==> config.mk <==
export PLATFORM = sky130hd
export DESIGN_NAME = fetch_unit_flat
export DESIGN_NICKNAME = d
export VERILOG_FILES = /design/src/rtl/fetch_unit_if.sv /design/src/rtl/fetch_unit.sv /design/src/flat_wrapper.sv
export SDC_FILE = /design/constraint.sdc
export NUM_CORES = 1
export LEC_CHECK = 0
export ABC_AREA = 1
export BUFFER_PORTS_ARGS = -buffer_cell sky130_fd_sc_hd__buf_4
export CORE_MARGIN = 2
export CORE_UTILIZATION = 48
export CTS_BUF_LIST = sky130_fd_sc_hd__clkbuf_4 sky130_fd_sc_hd__clkbuf_8
export DETAILED_ROUTE_END_ITERATION = 10
export GPL_TIMING_DRIVEN = 1
export PLACE_DENSITY = 0.79
export SYNTH_ARGS = -nofsm -noshare
export SYNTH_HDL_FRONTEND = slang
export SYNTH_SLANG_ARGS = --single-unit
==> constraint.sdc <==
create_clock -name clk -period 1.45 [get_ports clk]
set_input_delay 0.2175 -clock clk [delete_from_list [all_inputs] [get_ports clk]]
set_output_delay 0.2175 -clock clk [all_outputs]
set_load 0.01 [all_outputs]
==> src/rtl/fetch_unit_if.sv <==
// -----------------------------------------------------------------------------
// fetch_unit_if
// Instruction-memory handshake between the fetch unit and instruction memory.
//
//   imem_req    fetch unit -> memory   request a word at imem_addr this cycle
//   imem_addr   fetch unit -> memory   byte address of the requested word
//   imem_ready  memory -> fetch unit   the word on imem_data is valid now
//   imem_data   memory -> fetch unit   16-bit instruction word
//
// The fetch unit is the master; the instruction memory is the slave.
// -----------------------------------------------------------------------------
interface fetch_unit_if;
  logic        imem_req;
  logic [15:0] imem_addr;
  logic        imem_ready;
  logic [15:0] imem_data;

  modport master (
    output imem_req,
    output imem_addr,
    input  imem_ready,
    input  imem_data
  );

  modport slave (
    input  imem_req,
    input  imem_addr,
    output imem_ready,
    output imem_data
  );
endinterface

==> src/rtl/fetch_unit.sv <==
// -----------------------------------------------------------------------------
// fetch_unit
// Instruction fetch stage: owns the PC, talks to instruction memory through a
// req/ready handshake and fills the IF/ID pipeline register.
//
// Ports
//   clk                     single clock, all state on its rising edge
//   reset                   synchronous, active-low
//   pc_op, b_jmp            redirect request for the instruction in ID
//                           (b_jmp=1 branch, b_jmp=0 jump)
//   if_flush                replace the IF/ID word with a bubble
//   halt                    enter the sticky HALTED state
//   overflow_error_warning  enter the sticky ERROR state
//   stall                   hazard stall, freezes fetch
//   id_pc                   PC of the instruction in ID
//   branch_offset           signed byte offset for a taken branch
//   jump_field              12-bit jump target field
//   imem                    instruction-memory handshake (master side)
//   if_instr, if_pc,
//   if_valid                IF/ID register
//   halted, error           status (decoded from state)
//   state                   FETCH=00 WAIT=01 HALTED=10 ERROR=11
//   fetch_count             saturating count of accepted fetches
//
// Per-cycle priority: reset > overflow_error_warning > halt > redirect >
// stall > normal fetch. HALTED and ERROR only leave on reset.
// -----------------------------------------------------------------------------
module fetch_unit #(
  parameter logic [15:0] RESET_PC     = 16'h0000,
  parameter logic [15:0] BUBBLE_INSTR = 16'hF000
) (
  input  logic                clk,
  input  logic                reset,
  input  logic                pc_op,
  input  logic                b_jmp,
  input  logic                if_flush,
  input  logic                halt,
  input  logic                overflow_error_warning,
  input  logic                stall,
  input  logic [15:0]         id_pc,
  input  logic [15:0]         branch_offset,
  input  logic [11:0]         jump_field,
  fetch_unit_if.master        imem,
  output logic [15:0]         if_instr,
  output logic [15:0]         if_pc,
  output logic                if_valid,
  output logic                halted,
  output logic                error,
  output logic [1:0]          state,
  output logic [15:0]         fetch_count
);

  localparam logic [1:0] ST_FETCH  = 2'b00;
  localparam logic [1:0] ST_WAIT   = 2'b01;
  localparam logic [1:0] ST_HALTED = 2'b10;
  localparam logic [1:0] ST_ERROR  = 2'b11;

  // Branch target is id_pc + offset (wraps naturally in 16 bits); jump target
  // keeps the top three bits of id_pc and forms a halfword-aligned address.
  function automatic logic [15:0] redirect_target(
    input logic        is_branch,
    input logic [15:0] base_pc,
    input logic [15:0] offset,
    input logic [11:0] field
  );
    logic [15:0] target;
    if (is_branch) begin
      target = base_pc + offset;
    end else begin
      target = {base_pc[15:13], field, 1'b0};
    end
    return target;
  endfunction

  // Counter that sticks at all-ones instead of wrapping.
  function automatic logic [15:0] sat_inc(input logic [15:0] value);
    logic [15:0] result;
    if (value == 16'hFFFF) begin
      result = 16'hFFFF;
    end else begin
      result = value + 16'h0001;
    end
    return result;
  endfunction

  logic [15:0] pc_r;
  logic [1:0]  state_r;
  logic [15:0] if_instr_r;
  logic [15:0] if_pc_r;
  logic        if_valid_r;
  logic [15:0] fetch_count_r;

  logic [15:0] pc_s;
  logic [1:0]  state_s;
  logic [15:0] if_instr_s;
  logic [15:0] if_pc_s;
  logic        if_valid_s;
  logic [15:0] fetch_count_s;

  logic        active_s;
  logic        imem_req_s;

  // Request decode: only FETCH/WAIT fetch, and any higher-priority event
  // (including reset) withdraws the request in the same cycle.
  always_comb begin
    active_s   = (state_r == ST_FETCH) || (state_r == ST_WAIT);
    imem_req_s = 1'b0;
    if (reset && active_s && !overflow_error_warning && !halt && !pc_op && !stall) begin
      imem_req_s = 1'b1;
    end else begin
      imem_req_s = 1'b0;
    end
  end

  // Next-state computation for PC, state and the IF/ID register.
  always_comb begin
    pc_s          = pc_r;
    state_s       = state_r;
    if_instr_s    = if_instr_r;
    if_pc_s       = if_pc_r;
    if_valid_s    = if_valid_r;
    fetch_count_s = fetch_count_r;

    if (overflow_error_warning) begin
      // Error wins from any state, including HALTED.
      state_s    = ST_ERROR;
      if_valid_s = 1'b0;
      if_instr_s = BUBBLE_INSTR;
    end else if (state_r == ST_ERROR) begin
      // Sticky: hold everything, halt is ignored here.
      state_s = ST_ERROR;
    end else if (halt || (state_r == ST_HALTED)) begin
      state_s    = ST_HALTED;
      if_valid_s = 1'b0;
      if_instr_s = BUBBLE_INSTR;
    end else if (pc_op) begin
      // Redirect abandons any outstanding WAIT request; imem_ready is ignored.
      pc_s       = redirect_target(b_jmp, id_pc, branch_offset, jump_field);
      state_s    = ST_FETCH;
      if_valid_s = 1'b0;
      if (if_flush) begin
        if_instr_s = BUBBLE_INSTR;
      end else begin
        if_instr_s = if_instr_r;
      end
    end else if (stall) begin
      // Stall freezes the whole stage, state included.
      state_s = state_r;
    end else if (imem.imem_ready) begin
      pc_s          = pc_r + 16'h0002;
      state_s       = ST_FETCH;
      if_pc_s       = pc_r;
      fetch_count_s = sat_inc(fetch_count_r);
      if (if_flush) begin
        if_instr_s = BUBBLE_INSTR;
        if_valid_s = 1'b0;
      end else begin
        if_instr_s = imem.imem_data;
        if_valid_s = 1'b1;
      end
    end else begin
      // Memory not ready: keep the address, no valid word for ID.
      state_s    = ST_WAIT;
      if_valid_s = 1'b0;
      if (if_flush) begin
        if_instr_s = BUBBLE_INSTR;
      end else begin
        if_instr_s = if_instr_r;
      end
    end
  end

  // State registers with synchronous active-low reset.
  always_ff @(posedge clk) begin
    if (!reset) begin
      pc_r          <= RESET_PC;
      state_r       <= ST_FETCH;
      if_instr_r    <= BUBBLE_INSTR;
      if_pc_r       <= 16'h0000;
      if_valid_r    <= 1'b0;
      fetch_count_r <= 16'h0000;
    end else begin
      pc_r          <= pc_s;
      state_r       <= state_s;
      if_instr_r    <= if_instr_s;
      if_pc_r       <= if_pc_s;
      if_valid_r    <= if_valid_s;
      fetch_count_r <= fetch_count_s;
    end
  end

  assign imem.imem_req  = imem_req_s;
  assign imem.imem_addr = pc_r;

  assign if_instr    = if_instr_r;
  assign if_pc       = if_pc_r;
  assign if_valid    = if_valid_r;
  assign fetch_count = fetch_count_r;

  assign state  = state_r;
  assign halted = (state_r == ST_HALTED) || (state_r == ST_ERROR);
  assign error  = (state_r == ST_ERROR);

endmodule

==> src/flat_wrapper.sv <==
// flat-port wrapper written by rule: the top's interface ports become plain ports
module fetch_unit_flat 
#(
  parameter logic [15:0] RESET_PC     = 16'h0000,
  parameter logic [15:0] BUBBLE_INSTR = 16'hF000
)
  (clk, reset, pc_op, b_jmp, if_flush, halt, overflow_error_warning, stall, id_pc, branch_offset, jump_field, if_instr, if_pc, if_valid, halted, error, state, fetch_count, imem_imem_req, imem_imem_addr, imem_imem_ready, imem_imem_data);
  fetch_unit_if imem_i ();
  input  logic clk;
  input  logic reset;
  input  logic pc_op;
  input  logic b_jmp;
  input  logic if_flush;
  input  logic halt;
  input  logic overflow_error_warning;
  input  logic stall;
  input  logic [15:0] id_pc;
  input  logic [15:0] branch_offset;
  input  logic [11:0] jump_field;
  output logic [15:0] if_instr;
  output logic [15:0] if_pc;
  output logic if_valid;
  output logic halted;
  output logic error;
  output logic [1:0] state;
  output logic [15:0] fetch_count;
  output wire logic [$bits(imem_i.imem_req)-1:0] imem_imem_req;
  output wire logic [$bits(imem_i.imem_addr)-1:0] imem_imem_addr;
  input wire logic [$bits(imem_i.imem_ready)-1:0] imem_imem_ready;
  input wire logic [$bits(imem_i.imem_data)-1:0] imem_imem_data;
  assign imem_imem_req = imem_i.imem_req;
  assign imem_imem_addr = imem_i.imem_addr;
  assign imem_i.imem_ready = imem_imem_ready;
  assign imem_i.imem_data = imem_imem_data;
  fetch_unit #(.RESET_PC(RESET_PC), .BUBBLE_INSTR(BUBBLE_INSTR)) u_core (.clk(clk), .reset(reset), .pc_op(pc_op), .b_jmp(b_jmp), .if_flush(if_flush), .halt(halt), .overflow_error_warning(overflow_error_warning), .stall(stall), .id_pc(id_pc), .branch_offset(branch_offset), .jump_field(jump_field), .imem(imem_i), .if_instr(if_instr), .if_pc(if_pc), .if_valid(if_valid), .halted(halted), .error(error), .state(state), .fetch_count(fetch_count));
endmodule
# Yosys cells after proc, flatten, opt, wreduce, memory -nomap -nowiden
# Index checks and enable logic that the tools add are counted.
[op_classes]
addsub = 3
n_eq_ne = 7
n_mux = 23
bitwise = 6
reduce_logical = 18
[ops]
columns = ["op", "n"]
rows = [
  ["16-bit 2-to-1 mux", 11],
  ["16-bit by 1-bit adder with 16-bit output (second input constant)", 1],
  ["16-bit adder", 1],
  ["16-bit by 2-bit adder with 16-bit output (second input constant)", 1],
  ["16-bit == test (second input constant)", 1],
  ["2-bit 2-to-1 mux", 5],
  ["1-bit 2-to-1 mux", 7],
  ["1-bit inverter", 6],
  ["6-bit AND reduction", 1],
  ["1-bit logical AND", 5],
  ["5-bit by 3-bit != test with 1-bit output (second input constant)", 1],
  ["5-bit AND reduction", 1],
  ["2-bit == test (second input constant)", 2],
  ["1-bit logical NOT", 4],
  ["1-bit logical OR", 3],
  ["3-bit by 2-bit != test with 1-bit output (second input constant)", 1],
  ["2-bit by 1-bit == test with 1-bit output (second input constant)", 1],
  ["2-bit logical NOT", 1],
  ["2-bit != test (second input constant)", 1],
  ["2-bit AND reduction", 1],
  ["2-bit nonzero test", 1],
  ["2-bit OR reduction", 1],
]
[totals]
register_bits = 67
in_bits = 69
out_inout_bits = 70
wordCells = 63

# Logic depth before layout (Yosys ltp)
# Gate-level depths: netlist (run 1).
[depth]
depth_word = 8
ltp_mapped = 12
ltp_nobuf = 12

# Worst setup path after synthesis (run 1)
# OpenSTA, ideal clock, no wires.
[synth_path]
path_kind = "input to register"
from = "in id_pc[0]"
to = "reg u_core.pc_r[8], in the netlist u_core.imem.imem_addr[8]"
setup_time_ps = 120
t_arrival_ps = 1476
required_ps = 1330
path_slack_ps = -146
stages = 11
path_buffers = 0
path_cell_list = "ha_1 -> fa_1 -> nand2_1 -> nand2_1 -> and2_1 -> nand2_1 -> nand2_1 -> xnor2_1 -> nand2_1 -> nand2_1 -> a21oi_1"
[synth_via]
elab_chain_len = 3
[synth_lines]
columns = ["item", "line", "text"]
rows = [
  ["start, declared", "flat_wrapper.sv:17", "input logic [15:0] id_pc;"],
  ["16-bit adder", "fetch_unit.sv:68", "target = base_pc + offset;"],
  ["16-bit 2-to-1 mux", "fetch_unit.sv:67", "if (is_branch) begin"],
  ["16-bit 2-to-1 mux", "fetch_unit.sv:136", "end else if (pc_op) begin"],
  ["end signal, assigned", "fetch_unit.sv:183", "pc_r <= pc_s;"],
  ["end, declared", "fetch_unit.sv:86", "logic [15:0] pc_r;"],
]
# No other way between the ends.
# A chain may end at the register's enable or synchronous reset.

# Final worst setup path (run 1)
[layout_path]
from = "reg u_core.pc_r[11], in the netlist u_core.imem.imem_addr[11]"
to = "reg u_core.pc_r[15], in the netlist u_core.imem.imem_addr[15]"
[layout_via]
elab_chain_len = 4
[layout_lines]
columns = ["item", "line", "text"]
rows = [
  ["16-bit by 2-bit adder with 16-bit output", "fetch_unit.sv:150", "pc_s = pc_r + 16'h0002;"],
  ["16-bit 2-to-1 mux", "fetch_unit.sv:149", "end else if (imem.imem_ready) begin"],
  ["16-bit 2-to-1 mux", "fetch_unit.sv:146", "end else if (stall) begin"],
  ["16-bit 2-to-1 mux", "fetch_unit.sv:136", ""],
]
# No other way between the ends. The select of a mux whose other input is x is not followed.

==> impl_metrics.json, run 1 <==
{
  "dieArea_um2": 9760,
  "cts_tree": "built",
  "final_cells": 979,
  "die_x_um": 98.8,
  "grt_pass1_wl_mm": 21.5,
  "synth-edff-count": 0,
  "dp.cells": 955,
  "power-per-cell-area_nw_per_um2": 732,
  "layout_setup_ws_ns": -0.0398,
  "drive_above_1_share": 0.349,
  "status": "complete, but fails checks",
  "yosysSeqAreaShare": 0.311,
  "pre_cts_slack_ns": -0.309,
  "drv_cap": 0,
  "worstReg2RegEnd": "u_core.imem.imem_addr[15]$_SDFFE_PN0P_",
  "layout_commonest_cell": "buf_4",
  "clock_skew_ns": 0.0150,
  "viasPerCell": 5.36,
  "clkTransAtPathRegs_ns": 0.08,
  "cts_hold_buf": 0,
  "arrival_ns": 1.73,
  "yosys_warnings": 0,
  "dp.final_hpwl_mm": 10.1,
  "wl_per_cell_um": 14.1,
  "cts_root_buf": "clkbuf_8",
  "htree_levels": 3,
  "num_vias": 5243,
  "worstPathRequired_ns": 1.69,
  "maxSlewViolCount": 0,
  "crit_fanout": 7,
  "diodes": 0,
  "nets": 953,
  "ir_drop_uv": 554,
  "fp.coreArea_um2": 8720,
  "synthDistinctLibCells": 38,
  "p_leak_nw": 3.12,
  "drt_iter0_drc": 263,
  "startpoint_type": "flip-flop",
  "finalCritPeriodShare": 1.03,
  "post_dp_cell_area_um2": 5900,
  "firstDrtPassIters": 5,
  "grt_pass1_vias": 4817,
  "hold_viol": 0,
  "tightest_slew_ns": 0.331,
  "numCtsBuffers": 9,
  "setup_viol_count_final": 4,
  "slew_headroom": 0.778,
  "cts.sinks": 67,
  "fin_crit_ns": 1.49,
  "route.detailed.drc": 0,
  "area_growth_pct": 49.2,
  "min_delay_worst_endpoint": "u_core.if_instr[12]$_SDFFE_PP1P_",
  "mostFrequentLayoutCells": "buf_4, nand2_1, nor2_1, inv_1, a21oi_1",
  "reg2reg_depth": 7,
  "rsz0062_at_grt": "true",
  "grt-ovfl-total": 0,
  "synthCells": 670,
  "synth_area_um2": 4310,
  "fin_area_um2": 6430,
  "synthArstFlopShare": 0,
  "port_buffers": 138,
  "syn-num-nets": 757,
  "place.gp.congestion": 0.926,
  "clk_latency_ns": 0.35,
  "critPathKind": "reg2reg",
  "ff2ff_setup_slack_ns": -0.04,
  "fin_setup_tns_ns": -0.0752,
  "min_path_cells": 3,
  "start_util": 0.494,
  "wl_mm": 13.8,
  "num_rows": 34,
  "io_pins": 139,
  "ys_seq_elements": 67,
  "failed_checks": "negative setup slack",
  "syn_area_per_cell_um2": 6.44,
  "min_from": "imem_imem_data[12]",
  "hold_class": "in2reg",
  "ctsLongestPathBuffers": 2,
  "grt_antenna_before_repair": 0,
  "grt_usage": 0.264,
  "clock.fmax_ghz": 0.671,
  "setup.worst_path.end_class": "flip-flop",
  "r2r_start": "u_core.imem.imem_addr[11]$_SDFFE_PN0P_",
  "yosys_most_used_dff": "dfxtp_1",
  "grt_max_degree": 33,
  "die_h_um": 98.8,
  "antenna_left": 0
}
## state kept, by name, summed over array words and instances, names as in the netlist
signal	count
u_core.if_instr	16
u_core.if_valid	1
u_core.fetch_count	16
u_core.if_pc	16
u_core.state	2
u_core.imem.imem_addr	16
## per-stage QoR
step / hold slack [ns] / utilization / total power [mW]
floorplan: 0.355 / - / 2.50
detailed placement: 0.449 / 0.676 / 2.95
CTS: 0.0948 / 0.710 / 4.68
global placement: 0.442 / 0.676 / 2.92
finish: 0.106 / 0.738 / 4.71
global route: 0.106 / 0.738 / 4.93
## logic make-up (layout without fill, tap and decap cells)
logic type,Yosys count,count (layout),share of synthesized area
AO/OA/AOI/OAI,135,135,0.167
XOR/XNOR,18,18,0.0366
buffers and inverters,98,299,0.0949
AND/OR/NAND/NOR,334,334,0.336
flip-flops,67,67,0.311
adder cells (fa/ha/maj),18,18,0.0540
## worst max-delay path by stage
| stage | startpoint | endpoint | cells past startpoint |
|---|---|---|---|
| CTS | u_core.imem.imem_addr[2]$_SDFFE_PN0P_ | u_core.imem.imem_addr[15]$_SDFFE_PN0P_ | 10 |
| detailed placement | id_pc[0] | u_core.imem.imem_addr[14]$_SDFFE_PN0P_ | 13 |
| floorplan | id_pc[0] | u_core.imem.imem_addr[8]$_SDFFE_PN0P_ | 11 |
| finish | u_core.imem.imem_addr[11]$_SDFFE_PN0P_ | u_core.imem.imem_addr[15]$_SDFFE_PN0P_ | 7 |
| global route | u_core.imem.imem_addr[1]$_SDFFE_PN0P_ | u_core.imem.imem_addr[15]$_SDFFE_PN0P_ | 10 |
| global placement | id_pc[0] | u_core.imem.imem_addr[14]$_SDFFE_PN0P_ | 13 |
## worst max-delay path: stages (launching register included)
cell	delay, ns
dfxtp_1	0.51
nand2_1	0.20
nor3_1	0.19
nand3_1	0.12
a21oi_2	0.14
o21ai_1	0.08
nand2_1	0.09
a21oi_2	0.06
## synthesized netlist by cell type (4+ instances only)
| cell | number | area share |
|---|---|---|
| a21oi_1 | 63 | 0.073 |
| xor2_1 | 7 | 0.014 |
| inv_1 | 63 | 0.055 |
| nand4_1 | 7 | 0.010 |
| nor2_1 | 76 | 0.066 |
| xnor2_1 | 11 | 0.022 |
| nand2_1 | 173 | 0.15 |
| clkbuf_1 | 8 | 0.0070 |
| inv_2 | 12 | 0.010 |
| buf_2 | 7 | 0.0081 |
| dfxtp_1 | 67 | 0.31 |
| o22ai_1 | 5 | 0.0073 |
| o21ai_0 | 52 | 0.060 |
| nand2_2 | 6 | 0.0087 |
| nand3_1 | 43 | 0.050 |
| ha_1 | 17 | 0.049 |
| nand3b_1 | 4 | 0.0070 |
| o21ai_1 | 4 | 0.0046 |
| nor3_1 | 6 | 0.0070 |
| o211ai_1 | 6 | 0.010 |
## power by group
part	internal [mW]	switching [mW]	leakage (nW)
Sequential	1.87	0.0447	0.551
Clock	0.991	0.767	0.110
Combinational	0.494	0.545	2.46
Total	3.35	1.36	3.12
## what timing repair did
item,CTS,global route
setup endpoints to repair,32,54
buffers inserted,1,5
resized for setup,20,56
pin swaps,7,17
gates cloned,0,2
## area by class of cell
cell class | count | area (um^2)
Clock buffer | 10 | 131
Clock inverter | 6 | 90.1
Fill cell | 690 | 2290
Inverter | 76 | 308
Multi-Input combinational cell | 505 | 2770
Sequential cell | 67 | 1370
Tap cell | 108 | 135
Timing Repair Buffer | 206 | 1620
Timing Repair inverter | 1 | 5.00
## per-layer routing
layer	global-route usage	wire length (um)
met3	0.0511	825
met4	0.0885	307
met2	0.468	7120
met5	0	0
met1	0.318	5550
(Power assumes the default switching activity.)
==> run 2, diff against run 1 <==
Settings changed: MAX_ROUTING_LAYER set to met4.
==> impl_metrics.json, run 2 (same netlist as run 1, synthesis figures left out) <==
{
  "status": "complete, but fails checks",
  "failed_checks": "negative setup slack",
  "grt_usage": 0.271,
  "arrival_ns": 1.77,
  "grt_antenna_before_repair": 0,
  "cts.sinks": 67,
  "fillers": 689,
  "reg2reg_depth": 10,
  "nets": 959,
  "min_from": "imem_imem_data[12]",
  "wl_mm": 13.7,
  "clk_latency_ns": 0.35,
  "hold_class": "in2reg",
  "r2r_start": "u_core.imem.imem_addr[1]$_SDFFE_PN0P_",
  "min_delay_worst_endpoint": "u_core.if_instr[12]$_SDFFE_PP1P_",
  "numCtsBuffers": 9,
  "critPathKind": "reg2reg",
  "clkTransAtPathRegs_ns": 0.08,
  "hold_viol": 0,
  "antenna_left": 0,
  "drive_above_1_share": 0.356,
  "fp.coreArea_um2": 8720,
  "ir_drop_uv": 682,
  "crit_fanout": 3,
  "slew_headroom": 0.805,
  "cts_hold_buf": 0,
  "grt-ovfl-total": 0,
  "cts_root_buf": "clkbuf_8",
  "maxSlewViolCount": 0,
  "power-per-cell-area_nw_per_um2": 723,
  "num_rows": 34,
  "startpoint_type": "flip-flop",
  "htree_levels": 3,
  "worstReg2RegEnd": "u_core.imem.imem_addr[15]$_SDFFE_PN0P_",
  "pre_cts_slack_ns": -0.285,
  "num_vias": 5221,
  "tightest_slew_ns": 0.293,
  "worstPathRequired_ns": 1.73,
  "fin_crit_ns": 1.48,
  "mostFrequentLayoutCells": "buf_4, nand2_1, nor2_1, inv_1, a21oi_1",
  "die_x_um": 98.8,
  "hold_ws_ns": 0.103,
  "route.detailed.drc": 0,
  "layout_setup_ws_ns": -0.0345,
  "setup.worst_path.end_class": "flip-flop",
  "finalCritPeriodShare": 1.02,
  "grt_pass1_wl_mm": 21.5,
  "min_path_cells": 3,
  "grt_pass1_vias": 4939,
  "area_growth_pct": 49.6,
  "grt_max_degree": 33,
  "drt_iter0_drc": 216,
  "ctsLongestPathBuffers": 2,
  "firstDrtPassIters": 6,
  "setup_viol_count_final": 5,
  "diodes": 0,
  "dieArea_um2": 9760,
  "viasPerCell": 5.30,
  "rsz0062_at_grt": "true",
  "port_buffers": 138,
  "cts_tree": "built",
  "drv_cap": 0,
  "wl_per_cell_um": 13.9,
  "dp.final_hpwl_mm": 10.1,
  "die_h_um": 98.8,
  "io_pins": 139,
  "ff2ff_setup_slack_ns": -0.03,
  "clock_skew_ns": 0.0108,
  "p_leak_nw": 3.13,
  "place.gp.congestion": 0.931,
  "clock.fmax_ghz": 0.674,
  "layout_commonest_cell": "buf_4",
  "start_util": 0.494
}
## run 2: cell count changes in the layout (fill, tap and decap cells not counted), sizes merged
cell / change
buf: +8
clkinv: -1
clkbuf: -1
## run 2: worst max-delay path by stage
stage                                          start                                      to  slack [ns]  cells past startpoint
2_1_floorplan                               id_pc[0]   u_core.imem.imem_addr[8]$_SDFFE_PN0P_       -0.03                     11
3_3_place_gp                                id_pc[0]  u_core.imem.imem_addr[14]$_SDFFE_PN0P_       -0.24                     13
3_5_place_dp                                id_pc[0]   u_core.imem.imem_addr[8]$_SDFFE_PN0P_       -0.28                     12
4_1_cts        u_core.imem.imem_addr[2]$_SDFFE_PN0P_  u_core.imem.imem_addr[13]$_SDFFE_PN0P_       -0.06                     11
5_1_grt        u_core.imem.imem_addr[1]$_SDFFE_PN0P_  u_core.imem.imem_addr[13]$_SDFFE_PN0P_        -0.1                     11
6_report       u_core.imem.imem_addr[1]$_SDFFE_PN0P_  u_core.imem.imem_addr[15]$_SDFFE_PN0P_       -0.03                     10
## run 2: what timing repair did
action	in CTS	in global routing
pin swaps	10	20
hold endpoints to repair	0	0
setup buffers	3	8
gates resized for setup	23	57
endpoints found under the setup margin	20	49
gates cloned	0	0
## run 2: worst max-delay path, stage by stage, from the launching register on
cell and delay [ns]:
dfxtp_4 0.37, ha_4 0.17, nand2_4 0.06, nor2_4 0.11, nand2_4 0.07, nor2_4 0.13
buf_4 0.13, nand3_1 0.06, o21ai_1 0.12, nand2_1 0.08, a21oi_2 0.11
## run 2: cell type report
cell class | instances | area [um^2] | area share
inverters | 76 | 303 | 0.0469
flip-flops and latches | 67 | 1380 | 0.214
well taps | 108 | 135 | 0.0210
multi-input cells | 505 | 2760 | 0.428
repair buffers | 213 | 1650 | 0.256
clock inverters | 6 | 90.1 | 0.0140
clock buffers | 10 | 131 | 0.0204
## run 2: per-stage QoR
stage           util  power, mW  instance area, um^2  TNS (ns)  instances
2_1_floorplan      -       2.50                 4350   -0.0473        670
3_3_place_gp   0.677       2.92                 5910     -2.39        958
3_5_place_dp   0.677       2.94                 5910     -2.85        958
4_1_cts        0.714       4.67                 6230    -0.224        977
5_1_grt        0.740       4.87                 6450     -1.37        985
6_report       0.740       4.66                 6450   -0.0857        985
## run 2: power by group
part           internal [mW]  switching, mW  leakage [nW]
clock network          0.990          0.743         0.110
logic                  0.484          0.537          2.47
registers               1.87         0.0427         0.552
total                   3.34           1.32          3.13
## run 2: metal layers
layer / track usage / vias to the layer above / share of wire
met5: - / - / 0
met1: 0.318 / 2397 / 0.40
met2: 0.470 / 220 / 0.52
met4: 0.0938 / 0 / 0.017
li1: - / 2583 / -
met3: 0.0433 / 21 / 0.064
==> run 3, diff against run 2 <==
Clock period 1.45 ns to 1.35 ns, I/O delays scaled along.
==> impl_metrics.json, run 3 (same netlist as run 1, synthesis figures left out) <==
{
  "io_pins": 139,
  "cts.sinks": 67,
  "clock.fmax_ghz": 0.595,
  "power-per-cell-area_nw_per_um2": 706,
  "dieArea_um2": 9760,
  "fin_crit_ns": 1.68,
  "critical_path.slowest_cell": "dfxtp_1",
  "drv_cap": 0,
  "wl_mm": 18.6,
  "setup_viol_count_final": 66,
  "worstPathRequired_ns": 1.62,
  "die_x_um": 98.8,
  "arrival_ns": 1.95,
  "firstDrtPassIters": 9,
  "route.detailed.drc": 1,
  "setup.worst_path.end_class": "flip-flop",
  "critPathKind": "reg2reg",
  "ctsLongestPathBuffers": 2,
  "cts_root_buf": "clkbuf_8",
  "hold_class": "in2reg",
  "numCtsBuffers": 9,
  "final_cells": 1023,
  "antenna_left": 0,
  "place.gp.congestion": 0.914,
  "num_rows": 34,
  "failed_checks": "design-rule violations, negative setup slack",
  "startpoint_type": "flip-flop",
  "ir_drop_uv": 1010,
  "slew_headroom": 0.654,
  "dp.cells": 972,
  "switchingPower_mw": 1.65,
  "pre_cts_slack_ns": -0.379,
  "dp.final_hpwl_mm": 10.1,
  "fin_area_um2": 7260,
  "start_util": 0.494,
  "cts_hold_buf": 0,
  "num_vias": 5889,
  "seq_power_share": 0.399,
  "port_buffers": 138,
  "clkTransAtPathRegs_ns": 0.10,
  "clock_skew_ns": 0.0206,
  "grt_pass1_vias": 4977,
  "comb_power_share": 0.255,
  "cts_tree": "built",
  "finalCritPeriodShare": 1.24,
  "grt_usage": 0.285,
  "rsz0062_at_grt": "true",
  "cp_slowest_stage_delay_ns": 0.44,
  "hold_viol": 0,
  "status": "complete, but fails checks",
  "tightest_slew_ns": 0.517,
  "nets": 997,
  "fin_setup_tns_ns": -10.38,
  "pwr-share-clk": 0.346,
  "grt_pass1_wl_mm": 22.6,
  "viasPerCell": 5.76,
  "post_dp_cell_area_um2": 6110,
  "crit_fanout": 4,
  "drive_above_1_share": 0.450,
  "htree_levels": 3,
  "fp.coreArea_um2": 8720,
  "layout_commonest_cell": "buf_4",
  "drt_iter0_drc": 561,
  "mostFrequentLayoutCells": "buf_4, nand2_1, nor2_1, inv_1, dfxtp_1",
  "grt_max_degree": 33,
  "layout_setup_ws_ns": -0.331,
  "die_h_um": 98.8,
  "clk_latency_ns": 0.36,
  "area_growth_pct": 68.3,
  "internal_power_mw": 3.47,
  "path_cells": "nand3_1 -> inv_1 -> nand4_1 -> nor2_4 -> buf_6 -> inv_4 -> nand3_2 -> nand2_1 -> a21oi_1",
  "p_leak_nw": 3.43,
  "ff2ff_setup_slack_ns": -0.33,
  "maxSlewViolCount": 0,
  "wl_per_cell_um": 18.1,
  "grt_antenna_before_repair": 0,
  "diodes": 0,
  "sw_frac_of_total": 0.323,
  "grt-ovfl-total": 0
}
-- run 3: cell count changes in the layout (fill, tap and decap cells not counted), moves of 10 or more --
cell and change:
o21ai_0 -12, a21oi_1 -17, o21ai_2 +10, buf_4 +24, nand2_1 -16, a21oi_2 +16, nand2_2 +13
-- run 3: path summary, 6_finish.rpt --
check                                       from                                   to  cells after the start
max          u_core.fetch_count[14]$_SDFFE_PN0P_  u_core.fetch_count[14]$_SDFFE_PN0P_                      9
min                           imem_imem_data[13]     u_core.if_instr[13]$_SDFFE_PP1P_                      3
max reg2reg  u_core.fetch_count[14]$_SDFFE_PN0P_  u_core.fetch_count[14]$_SDFFE_PN0P_                      9
min reg2reg      u_core.if_instr[5]$_SDFFE_PP0P_      u_core.if_instr[5]$_SDFFE_PP0P_                      2
-- run 3: power groups by stage --
stage	Sequential, mW	Clock [mW]	Combinational [mW]
final	2.05	1.78	1.31
after global placement	2.09	0	1.07
after detailed placement	2.09	0	1.10
after floorplan	2.11	0	0.575
after CTS	2.04	1.72	1.12
after global routing	2.05	1.85	1.42
-- run 3: metrics by stage --
stage	util	total power, mW	hold WS, ns
3_3_place_gp	0.700	3.17	0.428
3_5_place_dp	0.700	3.19	0.432
6_report	0.832	5.13	0.0954
5_1_grt	0.832	5.31	0.0969
4_1_cts	0.757	4.89	0.0873
2_1_floorplan	-	2.69	0.340
-- run 3: layer usage --
metal  vias up  part of all wire  global-route usage
li1       2670                 -                   -
met1      2706              0.37               0.350
met2       388              0.49               0.494
met3       125             0.079              0.0376
met4         0             0.060              0.0738
met5         -                 0                   -
-- run 3: what timing repair did --
action,CTS,global route
pin swaps,20,57
setup endpoints to repair,49,64
gates resized for setup,53,127
cloned,2,7
setup buffers,15,13
-- run 3: area by class of cell --
type                       count  area, um^2
multi-input combinational    506        3140
timing repair buffer         248        2050
fill                         518        1460
sequential                    67        1390
inverter                      76         333
tap                          108         135
clock buffer                  10         131
clock inverter                 6        66.3
timing repair inverter         2        16.3
-- run 3: worst max-delay path, delay by kind of cell (launching register included) --
kind            cells  cell delay (ns)
buf+inv             3             0.27
simple gates        5             0.63
flops               1             0.44
compound gates      1             0.23
